## src/rtl/frame_level_detector_pkg.sv

```systemverilog
// Shared types and sizing helpers for the frame level detector.
package frame_level_detector_pkg;

  typedef enum logic [1:0] {
    FLD_IDLE  = 2'd0,
    FLD_REQ   = 2'd1,
    FLD_DRAIN = 2'd2,
    FLD_DONE  = 2'd3
  } fld_state_e;

  localparam int FLD_ENERGY_W = 32;

  // Sum of FRAME_LEN squares never overflows this width.
  function automatic int fld_acc_w(input int sample_w, input int frame_len);
    return 2 * sample_w + $clog2(frame_len);
  endfunction

endpackage

```

## src/rtl/frame_level_detector_stat_pipe.sv

```systemverilog
// Two-stage datapath: register sample, then abs/square into peak and energy accumulator.
module frame_stat_pipe
  import frame_level_detector_pkg::*;
#(
  parameter int SAMPLE_W = 16,
  parameter int ACC_W    = 40
) (
  input  logic                clk_i,
  input  logic                rst_ni,
  input  logic                clear_i,
  input  logic                sample_vld_i,
  input  logic [SAMPLE_W-1:0] sample_i,
  output logic [SAMPLE_W-1:0] peak_o,
  output logic [ACC_W-1:0]    acc_o
);

  localparam int SQ_W = 2 * SAMPLE_W - 1;

  logic [SAMPLE_W-1:0] s1_q;
  logic                s1_vld_q;
  logic [SAMPLE_W-1:0] abs_w;
  logic [SQ_W-1:0]     sq_w;
  logic [SAMPLE_W-1:0] peak_q, peak_d;
  logic [ACC_W-1:0]    acc_q, acc_d;

  // Unsigned abs keeps the most negative code representable (-32768 -> 32768).
  always_comb begin
    abs_w  = s1_q[SAMPLE_W-1] ? (~s1_q + SAMPLE_W'(1)) : s1_q;
    sq_w   = SQ_W'(abs_w) * SQ_W'(abs_w);
    peak_d = peak_q;
    acc_d  = acc_q;
    if (clear_i) begin
      peak_d = '0;
      acc_d  = '0;
    end else if (s1_vld_q) begin
      if (abs_w > peak_q) peak_d = abs_w;
      acc_d = acc_q + ACC_W'(sq_w);
    end
  end

  always_ff @(posedge clk_i or negedge rst_ni) begin
    if (!rst_ni) begin
      s1_q     <= '0;
      s1_vld_q <= 1'b0;
      peak_q   <= '0;
      acc_q    <= '0;
    end else begin
      if (clear_i) begin
        s1_vld_q <= 1'b0;
      end else begin
        s1_vld_q <= sample_vld_i;
        if (sample_vld_i) s1_q <= sample_i;
      end
      peak_q <= peak_d;
      acc_q  <= acc_d;
    end
  end

  assign peak_o = peak_q;
  assign acc_o  = acc_q;

endmodule

```

## src/rtl/frame_level_detector.sv

```systemverilog
// Drains one half-buffer per buffer_ready_i via req/ack reads and publishes peak and mean-square.
//   state     | meaning
//   FLD_IDLE  | waiting for buffer_ready_i
//   FLD_REQ   | issuing reads, one outstanding, one idle cycle after each ack
//   FLD_DRAIN | two cycles for the stat pipeline to settle
//   FLD_DONE  | results visible, frame_valid_o high
module frame_level_detector
  import frame_level_detector_pkg::*;
#(
  parameter int FRAME_LEN   = 256,
  parameter int SAMPLE_W    = 16,
  parameter int TIMEOUT_CYC = 1024
) (
  input  logic                    clk_i,
  input  logic                    rst_ni,
  input  logic                    buffer_ready_i,
  output logic                    read_en_o,
  input  logic                    read_ack_i,
  input  logic [SAMPLE_W-1:0]     read_data_i,
  input  logic                    clear_i,
  output logic [SAMPLE_W-1:0]     peak_o,
  output logic [FLD_ENERGY_W-1:0] energy_o,
  output logic                    frame_valid_o,
  output logic                    busy_o,
  output logic                    overrun_o,
  output logic                    timeout_o
);

  localparam int LEN_LOG2 = $clog2(FRAME_LEN);
  localparam int ACC_W    = fld_acc_w(SAMPLE_W, FRAME_LEN);
  localparam int CNT_W    = LEN_LOG2 + 1;
  localparam int TO_W     = $clog2(TIMEOUT_CYC + 1);
  localparam logic [TO_W-1:0]  TO_LOAD  = TO_W'(TIMEOUT_CYC - 1);
  localparam logic [CNT_W-1:0] CNT_LAST = CNT_W'(FRAME_LEN - 1);

  fld_state_e state_q, state_d;
  logic [CNT_W-1:0]        cnt_q, cnt_d;
  logic [TO_W-1:0]         to_q, to_d;
  logic                    gap_q, gap_d;
  logic                    drain_q, drain_d;
  logic                    ovr_q, ovr_d, tmo_q, tmo_d;
  logic [SAMPLE_W-1:0]     peak_out_q;
  logic [FLD_ENERGY_W-1:0] energy_out_q;
  logic                    req_w, start_w, publish_w, set_to_w, ack_fire_w;
  logic [SAMPLE_W-1:0]     pipe_peak_w;
  logic [ACC_W-1:0]        pipe_acc_w, mean_w;
  logic [FLD_ENERGY_W-1:0] energy_w;

  always_comb begin
    state_d   = state_q;
    cnt_d     = cnt_q;
    to_d      = to_q;
    gap_d     = 1'b0;
    drain_d   = drain_q;
    start_w   = 1'b0;
    publish_w = 1'b0;
    set_to_w  = 1'b0;
    req_w     = 1'b0;
    case (state_q)
      FLD_IDLE: begin
        if (buffer_ready_i) begin
          start_w = 1'b1;
          cnt_d   = '0;
          to_d    = TO_LOAD;
          drain_d = 1'b0;
          state_d = FLD_REQ;
        end
      end
      FLD_REQ: begin
        req_w = ~gap_q;
        if (req_w && read_ack_i) begin
          cnt_d = cnt_q + CNT_W'(1);
          to_d  = TO_LOAD;
          gap_d = 1'b1;
          if (cnt_q == CNT_LAST) state_d = FLD_DRAIN;
        end else if (req_w) begin
          // Terminal count of the ack timer aborts the frame without publishing.
          if (to_q == '0) begin
            set_to_w = 1'b1;
            state_d  = FLD_IDLE;
          end else begin
            to_d = to_q - TO_W'(1);
          end
        end
      end
      FLD_DRAIN: begin
        if (drain_q) begin
          publish_w = 1'b1;
          state_d   = FLD_DONE;
        end else begin
          drain_d = 1'b1;
        end
      end
      FLD_DONE: state_d = FLD_IDLE;
      default:  state_d = FLD_IDLE;
    endcase
  end

  assign ack_fire_w = req_w & read_ack_i;

  // A clear wins over a same-cycle set.
  always_comb begin
    ovr_d = clear_i ? 1'b0 : (ovr_q | (buffer_ready_i & (state_q != FLD_IDLE)));
    tmo_d = clear_i ? 1'b0 : (tmo_q | set_to_w);
  end

  frame_stat_pipe #(
    .SAMPLE_W(SAMPLE_W),
    .ACC_W   (ACC_W)
  ) u_stat_pipe (
    .clk_i       (clk_i),
    .rst_ni      (rst_ni),
    .clear_i     (start_w),
    .sample_vld_i(ack_fire_w),
    .sample_i    (read_data_i),
    .peak_o      (pipe_peak_w),
    .acc_o       (pipe_acc_w)
  );

  assign mean_w = pipe_acc_w >> LEN_LOG2;

  if (ACC_W > FLD_ENERGY_W) begin : g_sat
    assign energy_w = (|mean_w[ACC_W-1:FLD_ENERGY_W]) ? '1 : mean_w[FLD_ENERGY_W-1:0];
  end else begin : g_nosat
    assign energy_w = FLD_ENERGY_W'(mean_w);
  end

  always_ff @(posedge clk_i or negedge rst_ni) begin
    if (!rst_ni) begin
      state_q      <= FLD_IDLE;
      cnt_q        <= '0;
      to_q         <= '0;
      gap_q        <= 1'b0;
      drain_q      <= 1'b0;
      ovr_q        <= 1'b0;
      tmo_q        <= 1'b0;
      peak_out_q   <= '0;
      energy_out_q <= '0;
    end else begin
      state_q <= state_d;
      cnt_q   <= cnt_d;
      to_q    <= to_d;
      gap_q   <= gap_d;
      drain_q <= drain_d;
      ovr_q   <= ovr_d;
      tmo_q   <= tmo_d;
      if (publish_w) begin
        peak_out_q   <= pipe_peak_w;
        energy_out_q <= energy_w;
      end
    end
  end

  assign read_en_o     = req_w;
  assign peak_o        = peak_out_q;
  assign energy_o      = energy_out_q;
  assign frame_valid_o = (state_q == FLD_DONE);
  assign busy_o        = (state_q != FLD_IDLE);
  assign overrun_o     = ovr_q;
  assign timeout_o     = tmo_q;

endmodule

```

## config.mk

```make
export PLATFORM = sky130hd
export DESIGN_NAME = frame_level_detector
export DESIGN_NICKNAME = d
export VERILOG_FILES = /design/src/rtl/frame_level_detector_pkg.sv /design/src/rtl/frame_level_detector_stat_pipe.sv /design/src/rtl/frame_level_detector.sv
export SDC_FILE = /design/constraint.sdc
export NUM_CORES = 1
export LEC_CHECK = 0
export ABC_AREA = 1
export CORE_MARGIN = 3
export CORE_UTILIZATION = 60
export CTS_CLUSTER_DIAMETER = 40
export DETAILED_ROUTE_END_ITERATION = 8
export GPL_TIMING_DRIVEN = 0
export HOLD_SLACK_MARGIN = 0.08
export PLACE_DENSITY = 0.78
export SYNTH_ARGS = -nofsm -noshare
export SYNTH_HDL_FRONTEND = slang
export SYNTH_SLANG_ARGS = --single-unit
```

## constraint.sdc

```tcl
create_clock -name clk_i -period 8.69 [get_ports clk_i]
set_clock_uncertainty 0.05 [all_clocks]
set_input_delay 1.738 -clock clk_i [delete_from_list [all_inputs] [get_ports clk_i]]
set_output_delay 1.738 -clock clk_i [all_outputs]
set_load 0.02 [all_outputs]
```

# Yosys cells after proc, flatten, opt, wreduce, memory -nomap -nowiden
# Cells that the tools add are included.
[word_totals] regBits=147 out_inout_bits=53 inputBits=21
[classes] n_mux=37 addsub=4 reduce_logical=14 n_mul=1 eq_ne=11 bitwise_logic=7 magnitude_cmp=1
[op_table] operator="40-bit 2-to-1 mux" count=2
[op_table] operator="16-bit 2-to-1 mux" count=4
[op_table] operator="11-bit 2-to-1 mux" count=4
[op_table] operator="40-bit by 31-bit adder with 40-bit output" count=1
[op_table] operator="16-bit by 16-bit multiplier with 31-bit output" count=1
[op_table] operator="11-bit one-hot mux with 2 select lines" count=1
[op_table] operator="9-bit 2-to-1 mux" count=2
[op_table] operator="9-bit one-hot mux with 2 select lines" count=1
[op_table] operator="16-bit by 1-bit adder with 16-bit output, second input constant" count=1
[op_table] operator="16-bit > comparator" count=1
[op_table] operator="16-bit inverter" count=1
[op_table] operator="1-bit 2-to-1 mux" count=15
[op_table] operator="2-bit 2-to-1 mux" count=6
[op_table] operator="3-bit != test, second input constant" count=4
[op_table] operator="11-bit zero test" count=1
[op_table] operator="11-bit by 1-bit subtractor with 11-bit output, second input constant" count=1
[op_table] operator="2-bit nonzero test" count=5
[op_table] operator="9-bit by 1-bit adder with 9-bit output, second input constant" count=1
[op_table] operator="9-bit by 8-bit == test with 1-bit output, second input constant" count=1
[op_table] operator="2-bit one-hot mux with 4 select lines" count=1
[op_table] operator="2-bit != test, second input constant" count=3
[op_table] operator="2-bit AND reduction" count=3
[op_table] operator="5-bit AND reduction" count=1
[op_table] operator="2-bit == test, second input constant" count=2
[op_table] operator="9 further kinds" count=12

# Longest topological paths before layout
# Gate-level depths: netlist of run 1.
[logic_depth] word_depth=7 mapped_depth=46 mapped_depth_nobuf=45

# By module
# From an unflattened synthesis of run 1, not the netlist that was laid out.
[hier_totals] hier_cells=2183 area_unflattened_um2=16739.8
[modules_own_cells] module="frame_stat_pipe" area_per_inst_um2=13429.1 seq_area_each_um2=1826.8 instances=1 cells_each=1880
[modules_own_cells] module="frame_level_detector" area_per_inst_um2=3310.7 seq_area_each_um2=1851.8 instances=1 cells_each=303

# Worst setup path before layout of run 1
# No wires, ideal clock.
[synth_path] path_kind="flip-flop to flip-flop" start="register u_stat_pipe.s1_q[0]" end="register u_stat_pipe.acc_q[37], in the netlist u_stat_pipe.acc_o[37]" t_arrival_ps=7577 path_buffers=2 synth_period_minus_slack_ps=7746 setup_slack_ps=944 path_stages_with_launch=41 setup_time_ps=119 cell_sequence="dfrtp_1 -> inv_2 -> buf_1 -> ha_1 -> nand2_1 -> inv_2 -> nand2_1 -> o21ai_2 -> nand2_1 -> xor2_2 -> buf_4 -> nand2_1 -> fa_1 -> inv_1 -> fa_1 -> fa_1 -> fa_1 -> fa_1 -> [... 5 more ...] -> o21ai_0 -> a21oi_1 -> nor2_1 -> nor2_1 -> nand2_1 -> inv_1 -> nand2_1 -> nand2_1 -> ha_1 -> nand2_1 -> nor2_1 -> inv_1 -> nor3_1 -> nand3_1 -> nand3_1 -> nand3_1 -> nand2_1 -> nor2_1"
[synth_between] elab_chain_len=7
[synth_rtl] item="start: declaration" line="frame_level_detector_stat_pipe.sv:19" source="logic [SAMPLE_W-1:0] s1_q;"
[synth_rtl] item="start signal: assignment" line="frame_level_detector_stat_pipe.sv:52" source="if (sample_vld_i) s1_q <= sample_i;"
[synth_rtl] item="16-bit inverter" line="frame_level_detector_stat_pipe.sv:28" source="abs_w = s1_q[SAMPLE_W-1] ? (~s1_q + SAMPLE_W'(1)) : s1_q;"
[synth_rtl] item="16-bit by 1-bit adder with 16-bit output" line="frame_level_detector_stat_pipe.sv:28"
[synth_rtl] item="16-bit 2-to-1 mux *" line="frame_level_detector_stat_pipe.sv:28"
[synth_rtl] item="16-bit by 16-bit multiplier with 31-bit output *" line="frame_level_detector_stat_pipe.sv:29" source="sq_w = SQ_W'(abs_w) * SQ_W'(abs_w);"
[synth_rtl] item="40-bit by 31-bit adder with 40-bit output *" line="frame_level_detector_stat_pipe.sv:37" source="acc_d = acc_q + ACC_W'(sq_w);"
[synth_rtl] item="40-bit 2-to-1 mux *" line="frame_level_detector_stat_pipe.sv:35" source="end else if (s1_vld_q) begin"
[synth_rtl] item="40-bit 2-to-1 mux *" line="frame_level_detector_stat_pipe.sv:32" source="if (clear_i) begin"
[synth_rtl] item="end signal: assignment" line="frame_level_detector_stat_pipe.sv:46" source="acc_q <= '0;"
[synth_rtl] item="end signal: assignment" line="frame_level_detector_stat_pipe.sv:55" source="acc_q <= acc_d;"
[synth_rtl] item="end: declaration" line="frame_level_detector_stat_pipe.sv:24" source="logic [ACC_W-1:0] acc_q, acc_d;"
# Every way passes the cells marked *; elsewhere a longest branch is shown, timed or not. The select of a mux whose other input is x is not followed.
# A chain may end at the register's enable or synchronous reset.

# Final worst setup path of run 1
[layout_path] start="register u_stat_pipe.s1_q[0]" end="register u_stat_pipe.acc_q[34], in the netlist u_stat_pipe.acc_o[34]"
# Same word-level chain as after synthesis.

==> run_results.csv, run 1 <==
group,metric,value,unit
routing,vias,14600,
layout,layout.area.seq,3680,µm²
worst_setup_path,worst-endpoint-arrival,8.72,ns
worst_setup_path,worstPathMaxFanout,12,
timing,period_needed,8.41,ns
place,pre_cts_slack,-1.32,ns
synth,ys_seq_area_frac,0.224,
clocking,clock_sinks,147,
global_route,track_usage,0.320,
worst_setup_path,reg2reg_depth,38,
layout,diodes,0,
synth,postSynthCellCount,2155,
synth,synthArstFlopShare,1.00,
floorplanning,core_area,26400,µm²
timing,fin_crit_sh,0.968,
place,port_buffers,73,
timing,fmax,119,MHz
global_route,grt_max_degree,79,
timing,hold_viol_final,0,
place,place_congestion,1.01,
worst_setup_path,slowest_stage,"fa_1",
timing,hold_slack,0.428,ns
min_path,min_to,"energy_o[3]$_DFFE_PN0P_",
clocking,root_buffer,"clkbuf_16",
worst_setup_path,required,9.00,ns
timing,tightest_slew,0.833,ns
global_route,grt_pass1_vias,14300,
clocking,path_clk_slew,0.07,ns
layout,mostFrequentLayoutCell,"nand2_1",
worst_setup_path,r2r_setup_slack,0.28,ns
timing,setup_slack,0.279,ns
global_route,overflow,0,
synth,synth.distinct_cells,51,
worst_setup_path,max_stage_delay,0.55,ns
place,dpl_cell_area,17600,µm²
routing,drt_first_pass_iters,5,
floorplanning,die_x,171,µm
layout,syn_to_final_growth,15.6,%
clocking,clockBufferDepth,2,
timing,maxSlewViolCount,0,
timing,setup_viol,0,
worst_setup_path,crit_top_cell,"fa_1",
global_route,antenna_found_initial,0,
timing,max_slew_margin,0.444,
min_path,holdPathStages,2,
worst_setup_path,worstReg2RegEnd,"u_stat_pipe.acc_o[34]$_DFFE_PN0P_",
worst_setup_path,path_class,"reg2reg",
synth,synth_ff_type,"dfrtp_1",
floorplanning,rows,59,
floorplanning,die_y,171,µm
layout,multiInputGateArea,11400,µm²
min_path,hold_start,"energy_o[3]$_DFFE_PN0P_",
layout,drive_gt1_frac,0.113,
synth,syn_area,16400,µm²
synth,avgSynthCellArea,7.60,µm²
worst_setup_path,critPathCaptureType,"register",
synth,yosysWarnings,0,
clocking,h-tree-depth,4,
place,hpwl,36800,µm
floorplanning,die_area,29300,µm²
layout,final_area,18900,µm²
routing,drtIter0Drc,1239,
synth,ys_ff_latch,147,
routing,drt-total-wl,46500,µm
clocking,clk_latency,0.44,ns
routing,postRouteAntennaNets,0,
floorplanning,io_pins,74,
synth,synth_edf_count,0,
worst_setup_path,cp-start-kind,"register",
routing,avgViaCountPerCell,5.55,
routing,drc,0,
floorplanning,start_util,0.620,
layout,fillerInstances,2096,
layout,layout_common_cells,"nand2_1 (498), inv_1 (419), nor2_1 (177)",
status,outcome,"complete, no violations",
worst_setup_path,timing.rr.start,"u_stat_pipe.s1_q[0]$_DFFE_PN0P_",
clocking,tritoncts,"done",
routing,wl_per_cell,17.7,µm
min_path,min_path_type,"reg2reg",
layout,final_net_count,2608,
global_route,grt_pass1_wl,72900,µm
clocking,cts_made_buffers,17,
flow_run,maxCapViolCount,0,
## how the worst max path moves through the flow
stage | start | endpoint
final | u_stat_pipe.s1_q[0]$_DFFE_PN0P_ | u_stat_pipe.acc_o[34]$_DFFE_PN0P_
after global routing | u_stat_pipe.s1_q[0]$_DFFE_PN0P_ | u_stat_pipe.acc_o[34]$_DFFE_PN0P_
after CTS | u_stat_pipe.s1_q[0]$_DFFE_PN0P_ | u_stat_pipe.acc_o[34]$_DFFE_PN0P_
after detailed placement | u_stat_pipe.s1_q[0]$_DFFE_PN0P_ | u_stat_pipe.acc_o[34]$_DFFE_PN0P_
after global placement | u_stat_pipe.s1_q[0]$_DFFE_PN0P_ | u_stat_pipe.acc_o[36]$_DFFE_PN0P_
after floorplan | u_stat_pipe.s1_q[0]$_DFFE_PN0P_ | u_stat_pipe.acc_o[37]$_DFFE_PN0P_
## flip-flops by register name, indices dropped and copies added, names as in the netlist, 9 cells and up, named ones only
name	cells
peak_o	16
u_stat_pipe.peak_o	16
u_stat_pipe.s1_q	16
energy_o	32
cnt_q	9
to_q	11
u_stat_pipe.acc_o	40
## Yosys cell counts, drive strengths merged (7+ instances only)
cell,number,area [µm²]
nor3,20,111
nand3,94,480
o21ai,121,617
nor2,207,807
o21bai,11,82.6
xor2,20,190
buf,21,126
or2,7,43.8
clkbuf,19,71.3
xnor2,16,140
a21oi,91,455
dfrtp,147,3680
nand4,23,150
fa,165,3300
inv,452,1700
ha,147,1840
nand2,524,2000
mux2,20,225
## layout make-up
class,instances,area share
timing repair buffer,92,0.0479
sequential,147,0.194
multi-input combinational,1525,0.602
clock inverter,14,0.00726
inverter,452,0.0903
buffer,40,0.0137
tap,335,0.0221
clock buffer,18,0.0227
## worst max-delay path: cells and delay by family (launching register included)
kind,cells,cell delay [ns]
DFF,1,0.49
buffers and inverters,9,0.83
AOI/OAI and AO/OA,4,0.82
and+or+nand+nor,14,1.54
xor gates and xnor gates,2,0.54
adders and majority gates,9,4.03
## per-layer routing
| metal | share of wire | global-route usage |
|---|---|---|
| met2 | 0.45 | 0.504 |
| met5 | 0 | 0 |
| met1 | 0.45 | 0.453 |
| met3 | 0.059 | 0.0457 |
| met4 | 0.040 | 0.121 |
## stage by stage
step,util,TNS (ns),cells
finish,0.717,0,2623
global placement,0.665,-43.05,2572
CTS,0.694,0,2609
detailed placement,0.666,-28.07,2573
global route,0.717,-0.350,2623
floorplan,-,0,2164
## logic make-up (layout without fill, tap and decap cells)
group,count (synthesis),after routing,share of synthesized area
other cells,2,11,0.000458
buf+inv,492,616,0.116
flops,147,147,0.224
simple gates,886,886,0.224
mux,20,20,0.0137
fa+ha+maj,312,312,0.314
compound gates,260,260,0.0875
xor+xnor,36,36,0.0202
## repair_timing
item / 4_1_cts / 5_1_grt
resized for setup: 39 / 115
hold buffers: 0 / 0
pin swaps: 2 / 20
buffers inserted: 4 / 14
endpoints found under the setup margin: 30 / 26
Power of run 1 is left out: the tool's default activity adds up to more than one toggle a clock period on the data nets, which glitch-free logic cannot reach.
==> inputs of run 2 (changes only) <==
Settings changed: ABC_CLOCK_PERIOD_IN_PS from default to 8690.
==> results of run 2 <==
Same layout as run 1: the final DEF is identical, and so are final timing and power.
Power of run 2 is left out for the same reason.
==> inputs of run 3 (changes only) <==
Settings changed: CORE_MARGIN 3 to default, REMOVE_ABC_BUFFERS from default to 1.
==> run_results.csv, run 3 (synthesized netlist as in run 1, its figures left out) <==
group,metric,value,unit
status,outcome,"complete, no violations",
global_route,antenna_found_initial,0,
floorplanning,core_area,26900,µm²
worst_setup_path,max_stage_delay,0.55,ns
worst_setup_path,worstPathMaxFanout,13,
routing,drc,0,
worst_setup_path,worst-endpoint-arrival,8.63,ns
routing,avgViaCountPerCell,5.45,
timing,setup_viol,0,
worst_setup_path,cp-endpoint,"u_stat_pipe.acc_o[34]$_DFFE_PN0P_",
clocking,cts_made_buffers,17,
timing,max_slew_margin,0.252,
global_route,overflow,0,
worst_setup_path,worstReg2RegEnd,"u_stat_pipe.acc_o[34]$_DFFE_PN0P_",
timing,fin_crit_sh,0.956,
timing,hold_viol_final,0,
worst_setup_path,critPathCaptureType,"register",
timing,tightest_slew,1.12,ns
layout,mostFrequentLayoutCell,"nand2_1",
clocking,clock_sinks,147,
global_route,grt_pass1_vias,14000,
layout,final_net_count,2572,
clocking,ctsHoldBuffers,0,
routing,drt-total-wl,43100,µm
place,place_congestion,0.963,
routing,wl_per_cell,16.6,µm
min_path,holdPathStages,2,
floorplanning,start_util,0.610,
floorplanning,rows,60,
clocking,root_buffer,"clkbuf_16",
floorplanning,io_pins,74,
layout,fillerInstances,2195,
worst_setup_path,timing.rr.start,"u_stat_pipe.s1_q[0]$_DFFE_PN0P_",
timing,fmax,120,MHz
global_route,grt_pass1_wl,70600,µm
timing,maxSlewViolCount,0,
global_route,grt_max_degree,83,
clocking,tritoncts,"done",
layout,drive_gt1_frac,0.101,
layout,diodes,0,
timing,fin_setup_tns,0,ns
worst_setup_path,slowest_stage,"fa_1",
timing,period_needed,8.31,ns
floorplanning,die_x,167,µm
floorplanning,die_area,28000,µm²
min_path,min_path_type,"reg2reg",
clocking,clockBufferDepth,2,
layout,largest_register_ffs,40,
place,port_buffers,73,
worst_setup_path,path_class,"reg2reg",
flow_run,maxCapViolCount,0,
layout,syn_to_final_growth,14.0,%
routing,drt_first_pass_iters,5,
worst_setup_path,critical_path.startpoint,"u_stat_pipe.s1_q[0]$_DFFE_PN0P_",
routing,drtIter0Drc,906,
place,hpwl,33200,µm
clocking,clk_latency,0.44,ns
worst_setup_path,required,9.02,ns
layout,layout_common_cells,"nand2_1 (496), inv_1 (419), nor2_1 (175)",
worst_setup_path,crit_top_cell,"nand2_1",
clocking,h-tree-depth,4,
floorplanning,die_y,167,µm
worst_setup_path,reg2reg_depth,38,
routing,postRouteAntennaNets,0,
routing,vias,14100,
clocking,path_clk_slew,0.08,ns
global_route,track_usage,0.320,
worst_setup_path,cp-start-kind,"register",
worst_setup_path,r2r_setup_slack,0.38,ns
[run 3: worst min-delay path by stage]
stage | startpoint | to | slack, ns
global route | energy_o[4]$_DFFE_PN0P_ | energy_o[4]$_DFFE_PN0P_ | 0.46
global placement | cnt_q[8]$_DFFE_PN0P_ | cnt_q[8]$_DFFE_PN0P_ | 0.41
finish | energy_o[2]$_DFFE_PN0P_ | energy_o[2]$_DFFE_PN0P_ | 0.43
CTS | energy_o[2]$_DFFE_PN0P_ | energy_o[2]$_DFFE_PN0P_ | 0.44
detailed placement | energy_o[4]$_DFFE_PN0P_ | energy_o[4]$_DFFE_PN0P_ | 0.42
floorplan | cnt_q[8]$_DFFE_PN0P_ | cnt_q[8]$_DFFE_PN0P_ | 0.40
[run 3: layer usage]
| metal | GRT usage | vias to the layer above | wire [µm] |
|---|---|---|---|
| li1 | - | 6836 | - |
| met1 | 0.437 | 6816 | 19000 |
| met2 | 0.530 | 416 | 20500 |
| met3 | 0.0477 | 65 | 2700 |
| met4 | 0.0929 | 0 | 995 |
| met5 | 0 | - | 0 |
[run 3: repair_timing]
action	4_1_cts	5_1_grt
pin swaps	2	12
buffers inserted	4	15
gates cloned	1	0
endpoints found under the setup margin	27	28
gates resized for setup	23	97
[run 3: layout make-up]
cell class,instances,area (µm²),area share
well taps,341,427,0.0228
flip-flops and latches,147,3680,0.197
clock inverters,15,186,0.00998
repair buffers,95,957,0.0513
clock buffers,17,425,0.0228
inverters,452,1720,0.0922
repair inverters,1,3.75,0.000201
multi-input cells,1525,11300,0.603
[run 3: stage by stage]
stage | worst slack (ns) | hold WS (ns) | area (µm²) | instances | util
final | 0.383 | 0.433 | 18700 | 2593 | 0.695
after global routing | -0.0628 | 0.455 | 18700 | 2593 | 0.695
after CTS | 0.000910 | 0.439 | 18200 | 2578 | 0.677
after detailed placement | -1.30 | 0.421 | 17400 | 2541 | 0.649
after global placement | -1.20 | 0.414 | 17400 | 2538 | 0.647
after floorplan | 0.831 | 0.402 | 16200 | 2124 | -
[run 3: critical path: cells and delay by family, from the launching register on]
family,cells,cell delay (ns)
compound gates,5,0.92
xor+xnor,1,0.22
fa+ha+maj,9,4.03
buf+inv,7,0.66
flops,1,0.46
simple gates,16,1.87
Power of run 3 is left out for the same reason.
